--- src/rtl/chain_meas_ctrl.sv ---
// chain_meas_ctrl: measurement sequencer for the per-bit register delay chains.
// Pulses one selected chain and counts the cycles until the rising edge reaches
// its output (launch latency). It then drops the input and waits for the chain
// to drain again (flush), and reports through a start/busy/done handshake.
// Optional feature macro: CHAIN_MEAS_MISMATCH_EN flags a flush latency that
// differs from the launch latency on the mismatch output.
module chain_meas_ctrl #(
    parameter int NCH     = 8,
    parameter int CW      = 8,
    parameter int TIMEOUT = 255,
    localparam int CHW    = (NCH > 1) ? $clog2(NCH) : 1
) (
    input  logic           clk,
    input  logic           rst,
    input  logic           start,
    input  logic [CHW-1:0] ch_sel,
    output logic           busy,
    output logic           done,
    output logic [CW-1:0]  result,
    output logic           timeout,
    output logic           mismatch,
    output logic [NCH-1:0] din_o,
    input  logic [NCH-1:0] dout_i
);

    typedef enum logic [2:0] {
        IDLE,
        PRECLR,
        LAUNCH,
        FLUSH,
        DONE
    } state_t;

    localparam logic [CW-1:0] TMO = CW'(TIMEOUT);

    state_t         state_q, state_d;
    logic [CHW-1:0] ch_q, ch_d;
    logic [CW-1:0]  cnt_q, cnt_d;
    logic [CW-1:0]  result_d;
    logic           timeout_d;
    logic [NCH-1:0] din_d;
    logic           ch_out;
`ifdef CHAIN_MEAS_MISMATCH_EN
    logic           mismatch_d;
`endif

    // Output of the chain under measurement; chains run on clk, so no synchronizer.
    assign ch_out = dout_i[ch_q];

    // Handshake outputs decode straight from the state register.
    assign busy = (state_q == PRECLR) || (state_q == LAUNCH) || (state_q == FLUSH);
    assign done = (state_q == DONE);

    // Next-state, counter and result logic for the measurement sequence.
    always_comb begin
        // NOTE: every variable gets a default before the case so no latch is inferred.
        state_d    = state_q;
        ch_d       = ch_q;
        cnt_d      = cnt_q;
        result_d   = result;
        timeout_d  = timeout;
        din_d      = '0;
`ifdef CHAIN_MEAS_MISMATCH_EN
        mismatch_d = mismatch;
`endif
        case (state_q)
            IDLE: begin
                if (start) begin
                    ch_d       = ch_sel;
                    cnt_d      = '0;
                    result_d   = '0;
                    timeout_d  = 1'b0;
`ifdef CHAIN_MEAS_MISMATCH_EN
                    mismatch_d = 1'b0;
`endif
                    if (int'(ch_sel) >= NCH) begin
                        state_d   = DONE;
                        timeout_d = 1'b1;
                    end else begin
                        state_d = PRECLR;
                    end
                end
            end
            PRECLR: begin
                // Drain whatever an interrupted run left in the chain.
                if (!ch_out) begin
                    state_d      = LAUNCH;
                    cnt_d        = '0;
                    din_d[ch_q]  = 1'b1;
                end else if (cnt_q == TMO) begin
                    state_d   = DONE;
                    timeout_d = 1'b1;
                    result_d  = '0;
                end else begin
                    cnt_d = cnt_q + 1'b1;
                end
            end
            LAUNCH: begin
                din_d[ch_q] = 1'b1;
                if (ch_out) begin
                    result_d = cnt_q;
                    state_d  = FLUSH;
                    cnt_d    = '0;
                    din_d    = '0;
                end else if (cnt_q == TMO) begin
                    result_d  = TMO;
                    timeout_d = 1'b1;
                    state_d   = FLUSH;
                    cnt_d     = '0;
                    din_d     = '0;
                end else begin
                    cnt_d = cnt_q + 1'b1;
                end
            end
            FLUSH: begin
                if (!ch_out) begin
                    state_d = DONE;
`ifdef CHAIN_MEAS_MISMATCH_EN
                    // Only a clean launch carries a meaningful latency to compare.
                    mismatch_d = !timeout && (cnt_q != result);
`endif
                end else if (cnt_q == TMO) begin
                    state_d   = DONE;
                    timeout_d = 1'b1;
                end else begin
                    cnt_d = cnt_q + 1'b1;
                end
            end
            DONE: begin
                state_d = IDLE;
                cnt_d   = '0;
            end
            default: begin
                state_d = IDLE;
            end
        endcase
    end

    // State and datapath registers; async reset drops the chain input without a flush.
    always_ff @(posedge clk or posedge rst) begin
        if (rst) begin
            state_q  <= IDLE;
            ch_q     <= '0;
            cnt_q    <= '0;
            result   <= '0;
            timeout  <= 1'b0;
            din_o    <= '0;
`ifdef CHAIN_MEAS_MISMATCH_EN
            mismatch <= 1'b0;
`endif
        end else begin
            // NOTE: non-blocking assignments so every register updates together on the edge.
            state_q  <= state_d;
            ch_q     <= ch_d;
            cnt_q    <= cnt_d;
            result   <= result_d;
            timeout  <= timeout_d;
            din_o    <= din_d;
`ifdef CHAIN_MEAS_MISMATCH_EN
            mismatch <= mismatch_d;
`endif
        end
    end

`ifndef CHAIN_MEAS_MISMATCH_EN
    assign mismatch = 1'b0;
`endif

endmodule

--- config.mk ---
export PLATFORM = sky130hd
export DESIGN_NAME = chain_meas_ctrl
export DESIGN_NICKNAME = d
export VERILOG_FILES = /design/src/rtl/chain_meas_ctrl.sv
export SDC_FILE = /design/constraint.sdc
export NUM_CORES = 1
export LEC_CHECK = 0
export BUFFER_PORTS_ARGS = -buffer_cell sky130_fd_sc_hd__buf_4
export CAP_MARGIN = 5
export CORE_MARGIN = 2
export CORE_UTILIZATION = 54
export CTS_CLUSTER_SIZE = 8
export DETAILED_ROUTE_END_ITERATION = 10
export GPL_TIMING_DRIVEN = 0
export PLACE_DENSITY = 0.79
export SETUP_SLACK_MARGIN = 0.2
export SLEW_MARGIN = 20
export SYNTH_ARGS = -nofsm -noshare
export SYNTH_HDL_FRONTEND = slang
export SYNTH_SLANG_ARGS = --single-unit
--- constraint.sdc ---
create_clock -name clk -period 2.6 [get_ports clk]
set_input_delay 0.39 -clock clk [delete_from_list [all_inputs] [get_ports clk]]
set_output_delay 0.39 -clock clk [all_outputs]
set_load 0.02 [all_outputs]
Word-level counts from Yosys, hierarchy flattened
Index checks and enable logic that the tools add are counted.
{ "totals": {"regBits": 31, "inputBits": 14, "out_inout_bits": 20, "elab_cells": 66} }
{ "op_classes": {"n_addsub": 1, "n_lt_le_gt_ge": 2, "n_eq_ne": 12, "n_mux": 32, "n_reduce_logical": 13} }
{ "ops": {"columns": ["op", "n"], "rows": [
  ["2-to-1 mux 8 bit", 13],
  ["case mux 8 bit (5 select lines)", 1],
  ["case mux 8 bit (3 select lines)", 1],
  ["2-to-1 mux 3 bit", 6],
  ["case mux 8 bit (2 select lines)", 1],
  ["case mux 3 bit (4 select lines)", 1],
  ["adder 8 x 1 -> 8 bit (second input constant)", 1],
  ["== test 8 bit (second input constant)", 1],
  ["!= test 2 bit (second input constant)", 4],
  ["== test 3 x 2 -> 1 bit (second input constant)", 2],
  ["2-to-1 mux 1 bit", 6],
  ["nonzero test 3 bit", 2],
  ["AND reduction 5 bit", 1],
  ["nonzero test 5 bit", 1],
  ["< comparator 3 x 4 -> 1 bit (second input constant)", 1],
  ["!= test 2 x 1 -> 1 bit (second input constant)", 2],
  ["AND reduction 2 bit", 2],
  ["AND reduction 4 bit", 1],
  ["binary-select mux 1 bit (select 3 bit)", 1],
  ["demux 1 bit (select 3 bit)", 1],
  ["== test 3 x 1 -> 1 bit (second input constant)", 1],
  ["== test 3 bit (second input constant)", 1],
  ["greater-or-equal comparator 3 x 1 -> 1 bit (second input constant)", 1],
  ["logical NOT 3 bit", 1],
  ["6 further kinds", 7]
]} }

Longest topological paths before layout
Gate-level depths: netlist of run 1.
{ "logic_depth": {"word_depth": 7, "mapped_depth": 8, "depth_no_buf": 7} }

Worst setup path after synthesis of run 1
No wires, ideal clock.
{ "synth_path": {"kind": "reg-to-reg", "from": "reg ch_q[0]", "to": "reg cnt_q[4]", "setup_ns": 0.130, "arrival_ns": 1.887, "required_ns": 2.470, "slack_ns": 0.583, "path_stages_with_launch": 8, "path_buffers": 2, "synth_period_minus_slack_ns": 2.017, "cell_sequence": "dfrtp_1 -> buf_6 -> mux4_2 -> mux2_4 -> o31a_1 -> buf_6 -> a41oi_2 -> a31oi_1"} }
{ "synth_between": {"elab_chain_cells": 4, "word_cells_on_any_way": 7, "classes_between": "1 x eq/ne; 5 x mux; 1 x reduce/logical"} }
{ "synth_lines": {"columns": ["element", "line_no", "rtl"], "rows": [
  ["start: declaration", "37", "logic [CHW-1:0] ch_q, ch_d;"],
  ["start signal: assignment", "154", "ch_q <= ch_d;"],
  ["binary-select mux 1 bit (select 3 bit) (*)", "48", "assign ch_out = dout_i[ch_q];"],
  ["2-to-1 mux 1 bit (not written as such) (*)", "48", null],
  ["2-to-1 mux 8 bit (tied with other cells)", "100", "if (ch_out) begin"],
  ["case mux 8 bit (5 select lines) / AND reduction 3 bit (equally long branches)", null, null],
  ["end signal: assignment", "155", "cnt_q <= cnt_d;"],
  ["end: declaration", "38", "logic [CW-1:0] cnt_q, cnt_d;"]
]} }
Mark *: on every way between the ends. The rest lies on a longest branch, timed or not. The select of a mux whose other input is x is not followed.
A chain may end at the register's enable or synchronous reset.

Worst setup path in the final report of run 1
{ "layout_path": {"from": "reg cnt_q[0]", "to": "reg cnt_q[0]"} }
{ "layout_between": {"elab_chain_cells": 4, "word_cells_on_any_way": 8, "classes_between": "1 x add/sub; 1 x eq/ne; 6 x mux"} }
{ "layout_lines": {"columns": ["element", "line_no", "rtl"], "rows": [
  ["adder 8 x 1 -> 8 bit / == test 8 bit (equally long branches)", null, null],
  ["2-to-1 mux 8 bit (on tied branches)", "90, 122, 105", null],
  ["2-to-1 mux 8 bit (on tied branches)", "116, 100, 86", null],
  ["case mux 8 bit (5 select lines) (*)", "66", "case (state_q)"]
]} }
Marked as above.

==> run_results.csv, run 1 <==
group,metric,value,unit
place,numPortBuffers,32,
power_and_ir_drop,power.density,1120,mW/mm^2
die,rows,20,
finish,diodes,0,
yosys,synth_area,0.00170,mm^2
die,die_area,0.00362,mm^2
yosys,synth_cell_types,46,
worst_setup_path,cp_num_buf_inv,1,
route,wirelength,3960,um
sta,rsz0062_at_grt,"no",
route,first_pass_iters,5,
yosys,syn_inst,169,
grt,antenna_found_initial,0,
sta,setup_viol,0,
worst_setup_path,worstPathRequired,2.80,ns
yosys,synth_warnings,0,
worst_setup_path,cp_top_family,"adder cells",
route,drt_iter0_drc,65,
sta,fin_crit_sh,0.843,
clock_network,cts_setup_buffers,0,
yosys,yosysSeqAreaShare,0.455,
die,io_pins,34,
worst_setup_path,end_kind,"flip-flop",
clock_network,clockRootBuffer,"clkbuf_4",
route,postRouteAntennaNets,0,
finish,final_cell_area,0.00210,mm^2
place,gp_routability_congestion,0.904,
grt,overflow,0,
run,cap_violations,0,
run_status,outcome,"completed",
worst_setup_path,max_stage_delay,0.42,ns
clock_network,ctsHtreeMaxLevel,2,
worst_setup_path,critPathKind,"reg -> reg",
grt,grt_max_degree,32,
place,postPlaceCellArea,0.00200,mm^2
finish,fillers,245,
clock_network,clock_latency,0.34,ns
sta,finalHoldViolCount,0,
worst_hold_path,hp-class,"in -> async",
worst_setup_path,r2r_cells,7,
sta,worst_slew_pin_slew,0.623,ns
sta,drv_slew,0,
finish,final_nets,224,
worst_setup_path,cp_slowest_cell,"dfrtp_1",
route,drc,0,
clock_network,cts_sinks,31,
worst_setup_path,r2r_start,"cnt_q[0]",
yosys,synth_ff_type,"dfrtp_1",
place,dp_hpwl,2890,um
yosys,synth-seq-cells,31,
clock_network,cts_hold_buf,0,
worst_setup_path,critical_path.cell_chain,"ha_1 > nand4_1 > nor2_2 > inv_1 > ha_1 > a2bb2oi_1 > o22ai_1",
die,die_y,60.2,um
route,wire_per_inst,15.6,um
finish,area_growth_syn_to_layout,23.1,%
worst_setup_path,rr_endpoint,"cnt_q[0]",
worst_setup_path,r2r_slack,0.41,ns
power_and_ir_drop,ir_drop,0.691,mV
power_and_ir_drop,leakage,0.000939,uW
worst_setup_path,crit_fanout,7,
worst_setup_path,cp_common_cell,"ha_1",
grt,grt_usage,0.247,
clock_network,cts_made_buffers,5,
die,fp.dieW,60.2,um
die,start_util,0.563,
sta,period_needed,2.19,ns
clock_network,cts_tree,"done",
clock_network,clk_pin_slew,0.11,ns
grt,grt_pass1_wl,6590,um
sta,fmax,0.456,GHz
sta,slew-limit-headroom,0.584,
grt,grt_pass1_vias,1417,
yosys,syn-num-nets,185,
yosys,avgSynthCellArea,10.1,um^2
worst_setup_path,critPathLaunchType,"flip-flop",
sta,fin_skew,0.0146,ns
yosys,synth_edf_count,0,
route,viasPerCell,5.96,
worst_setup_path,arrival,2.39,ns
clock_network,cts_resized,0,
sta,setup_tns,0,ns
route,num_vias,1508,
finish,drive_gt1_frac,0.287,
yosys,synthArstFlopShare,1.00,
die,core,0.00303,mm^2
clock_network,cts_buffer_depth,2,
-- how the worst max path moves through the flow --
| stage | startpoint | to | slack, ns | depth (start not counted) |
|---|---|---|---|---|
| 2_1_floorplan | ch_q[0] | cnt_q[4] | 0.58 | 7 |
| 3_3_place_gp | cnt_q[0] | cnt_q[0] | 0.34 | 7 |
| 3_5_place_dp | cnt_q[0] | cnt_q[0] | 0.33 | 7 |
| 4_1_cts | cnt_q[0] | cnt_q[0] | 0.32 | 7 |
| 5_1_grt | cnt_q[0] | cnt_q[0] | 0.22 | 7 |
| 6_report | cnt_q[0] | cnt_q[0] | 0.41 | 7 |
-- synthesized netlist by cell type (all sizes together), types with 4 or more instances --
cell type  instances  area, um^2
dfrtp             31         776
nor3               4        25.0
a211oi             4        35.0
buf                6        47.5
and3               4        25.0
a21oi             17        85.1
a31oi              5        31.3
o21ai              7        35.0
nand3              5        25.0
nand2             13        48.8
nor3b              4        30.0
nor2              13        56.3
mux2               4        48.8
inv                8        30.0
o2bb2ai            8        70.1
clkbuf             4        15.0
-- cell type report --
class / instances / area (um^2) / area share
multi-input combinational: 120 / 848 / 0.404
sequential: 31 / 776 / 0.370
timing repair buffer: 32 / 240 / 0.114
buffer: 10 / 62.6 / 0.0298
tap: 44 / 55.1 / 0.0262
clock buffer: 6 / 51.3 / 0.0244
clock inverter: 2 / 35.0 / 0.0167
inverter: 8 / 30.0 / 0.0143
-- state kept, by name, summed over array words and instances (netlist names) --
register / cells
timeout: 1
ch_q: 3
cnt_q: 8
state_q: 3
result: 8
din_o: 8
-- cells by family after synthesis --
family / after synthesis / share of synthesized area
AO/OA/AOI/OAI: 56 / 0.228
adder cells (fa/ha/maj): 2 / 0.0147
buffers and inverters: 18 / 0.0543
flip-flops: 31 / 0.455
AND/OR/NAND/NOR: 52 / 0.163
multiplexers: 9 / 0.0822
other: 1 / 0.00220
-- layer usage --
metal,GRT usage,share of wire
met1,0.311,0.42
met2,0.401,0.50
met3,0.0649,0.066
met4,0.102,0.020
met5,0,0
-- where the power goes --
group	leakage (uW)	total [uW]	switching, uW	internal [uW]
Sequential	0.000418	694	99.9	594
Clock	0.0000482	403	176	227
Combinational	0.000472	1260	741	521
-- stage by stage --
stage                     worst slack, ns  hold WS [ns]  power, uW  utilization  std cells
after floorplan                     0.583         0.494       1600            -        169
after global placement              0.344         0.476       1900        0.660        245
after detailed placement            0.329         0.477       1940        0.660        245
after CTS                           0.321         0.275       2340        0.689        253
after global routing                0.224         0.172       2530        0.693        253
final                               0.408         0.119       2360        0.693        253
-- layout by cell type, fill, tap and decap left out, types with 4 or more instances in the layout --
| master | instances |
|---|---|
| a21oi_1 | 17 |
| a31oi_1 | 5 |
| and3_1 | 4 |
| buf_4 | 34 |
| clkbuf_1 | 4 |
| clkbuf_4 | 5 |
| dfrtp_1 | 31 |
| inv_1 | 7 |
| nand2_1 | 13 |
| nand3_1 | 5 |
| nor2_1 | 11 |
| nor3b_1 | 4 |
| o21ai_0 | 7 |
| o2bb2ai_1 | 8 |
Note: power is estimated with default switching activity, not from simulation.
==> run 2: changes to the inputs <==
- clock period: 2.6 -> 2.02 ns (I/O delays scaled with it)
==> run 2 against run 1 <==
Effect of this change: the run now ends with setup timing left; critical path depth stayed put; sequential cell count did not move; die area did not move; worst hold slack lost 0.081 ns; total power increased by 51%; count of clock-buffer cells in the layout stayed put; combinational power up 69%; non-clock buffer count grew 10; largest power group unchanged.
==> run_results.csv, run 2 (synthesis results as in run 1) <==
group,metric,value,unit
power_and_ir_drop,power.density,1530,mW/mm^2
finish,reg_top3,"cnt_q: 8 flops, din_o: 8 flops, result: 8 flops",
clock_network,cts_made_buffers,5,
run_status,violations,"setup timing",
power_and_ir_drop,p_seq_frac,0.254,
power_and_ir_drop,power.share.clock,0.146,
place,numPortBuffers,32,
die,core,0.00303,mm^2
worst_setup_path,critical_path.cell_chain,"buf_6 > mux4_2 > mux2_4 > o31a_1 > buf_6 > a41oi_2 > a31oi_1",
power_and_ir_drop,netSwitchingPower,1520,uW
die,rows,20,
grt,grt_usage,0.273,
route,first_pass_iters,4,
sta,hold_slack,0.0387,ns
power_and_ir_drop,ir_drop,1.05,mV
grt,grt_max_degree,32,
worst_setup_path,worstPathRequired,2.25,ns
sta,fin_ws,-0.0329,ns
sta,setup_viol,5,
route,drc,0,
power_and_ir_drop,intPower,2040,uW
place,place_ws,-0.289,ns
grt,antenna_found_initial,0,
clock_network,cts_tree,"done",
grt,grt_busiest_layer,"met2",
die,start_util,0.563,
clock_network,clock_latency,0.34,ns
die,fp.dieW,60.2,um
clock_network,cts_buffer_depth,2,
die,io_pins,34,
sta,setup_tns,-0.0825,ns
clock_network,clk_pin_slew,0.11,ns
worst_setup_path,critPathLaunchType,"flip-flop",
worst_setup_path,max_stage_delay,0.53,ns
die,die_area,0.00362,mm^2
die,die_y,60.2,um
sta,rsz0062_at_grt,"yes",
grt,overflow,0,
power_and_ir_drop,power.total,3560,uW
finish,drive_gt1_frac,0.438,
sta,worst_slew_pin_slew,0.641,ns
power_and_ir_drop,leakage,0.00102,uW
worst_setup_path,crit_fanout,9,
run,cap_violations,0,
clock_network,clockRootBuffer,"clkbuf_4",
finish,diodes,0,
worst_setup_path,end_kind,"flip-flop",
sta,period_needed,2.05,ns
sta,fmax,0.487,GHz
worst_setup_path,cp_common_cell,"buf_6",
grt,met2_usage,0.436,
run_status,outcome,"complete, but fails checks",
worst_setup_path,arrival,2.29,ns
sta,finalHoldViolCount,0,
finish,final_common_cell,"buf_4",
sta,slew-limit-headroom,0.572,
finish,layout.cells.non_filler,263,
worst_hold_path,hp-class,"in -> async",
worst_setup_path,r2r_cells,7,
worst_setup_path,rr_endpoint,"cnt_q[4]",
worst_setup_path,critPathKind,"reg -> reg",
power_and_ir_drop,p_sw_frac,0.426,
route,drt_iter0_drc,168,
route,wire_per_inst,16.8,um
worst_setup_path,cp_slowest_cell,"mux4_2",
worst_setup_path,r2r_slack,-0.03,ns
finish,mostFrequentLayoutCells,"buf_4 (38), dfrtp_1 (30), a21oi_1 (13)",
grt,use_met3,0.0866,
route,wirelength,4420,um
clock_network,ctsHtreeMaxLevel,2,
clock_network,cts_hold_buf,0,
clock_network,cts_sinks,31,
sta,fin_crit_sh,1.02,
sta,fin_skew,0.0158,ns
worst_setup_path,r2r_start,"ch_q[0]",
route,num_vias,1594,
grt,grt_pass1_wl,7330,um
finish,area_growth_syn_to_layout,36.6,%
sta,drv_slew,0,
grt,use_met1,0.351,
place,dp_cells,245,
finish,final_nets,234,
place,gp_routability_congestion,0.912,
route,postRouteAntennaNets,0,
place,dp_hpwl,2900,um
grt,grt_pass1_vias,1580,
route,viasPerCell,6.06,
power_and_ir_drop,pwr-share-comb,0.600,
-- run 2: cell types whose count changed in the layout (fill, tap and decap cells not counted), sizes merged --
| cell | before | now |
|---|---|---|
| buf | 38 | 48 |
-- run 2: per-stage QoR --
step,utilization,instance area [um^2]
2_1_floorplan,-,1710
3_3_place_gp,0.662,2000
3_5_place_dp,0.662,2000
4_1_cts,0.738,2240
5_1_grt,0.769,2330
6_report,0.769,2330
-- run 2: how the worst max path moves through the flow --
stage               startpoint       end  slack [ns]  depth (start not counted)
floorplan              ch_q[0]  cnt_q[4]        0.02                          7
global placement      cnt_q[0]  cnt_q[0]       -0.20                          7
detailed placement    cnt_q[0]  cnt_q[0]       -0.29                          7
CTS                    ch_q[0]  cnt_q[4]      -0.004                          7
global route           ch_q[0]  cnt_q[5]       -0.11                          7
finish                 ch_q[0]  cnt_q[4]       -0.03                          7
-- run 2: area by class of cell --
cell class,count,area (um^2)
plain buffers,10,80.1
clock buffers,6,51.3
clock inverters,2,35.0
multi-input cells,120,957
well taps,44,55.1
repair buffers,42,343
fillers,193,699
flip-flops and latches,31,777
inverters,8,30.0
-- run 2: power by group through the flow --
stage	Sequential (uW)	Clock [uW]	Combinational, uW
detailed placement	904	0	1580
floorplan	951	0	1120
global placement	897	0	1530
finish	903	521	2130
global route	925	549	2300
CTS	896	524	1930
-- run 2: repair_timing --
| action | 4_1_cts | 5_1_grt |
|---|---|---|
| hold endpoints to repair | 0 | 0 |
| resized for setup | 23 | 23 |
| pin swaps | 14 | 11 |
| buffers inserted | 7 | 3 |
| setup endpoints to repair | 28 | 29 |
-- run 2: routing by layer --
layer | routed length, um | vias to the layer above
met1 | 1790 | 765
li1 | - | 731
met2 | 2240 | 88
met5 | 0 | -
met3 | 345 | 10
met4 | 46 | 0
-- run 2: critical path, delay by kind of cell (launching register included) --
| kind | cells | cell delay [ns] |
|---|---|---|
| AO/OA/AOI/OAI | 3 | 0.45 |
| buffers and inverters | 2 | 0.26 |
| flip-flops | 1 | 0.39 |
| multiplexers | 2 | 0.86 |
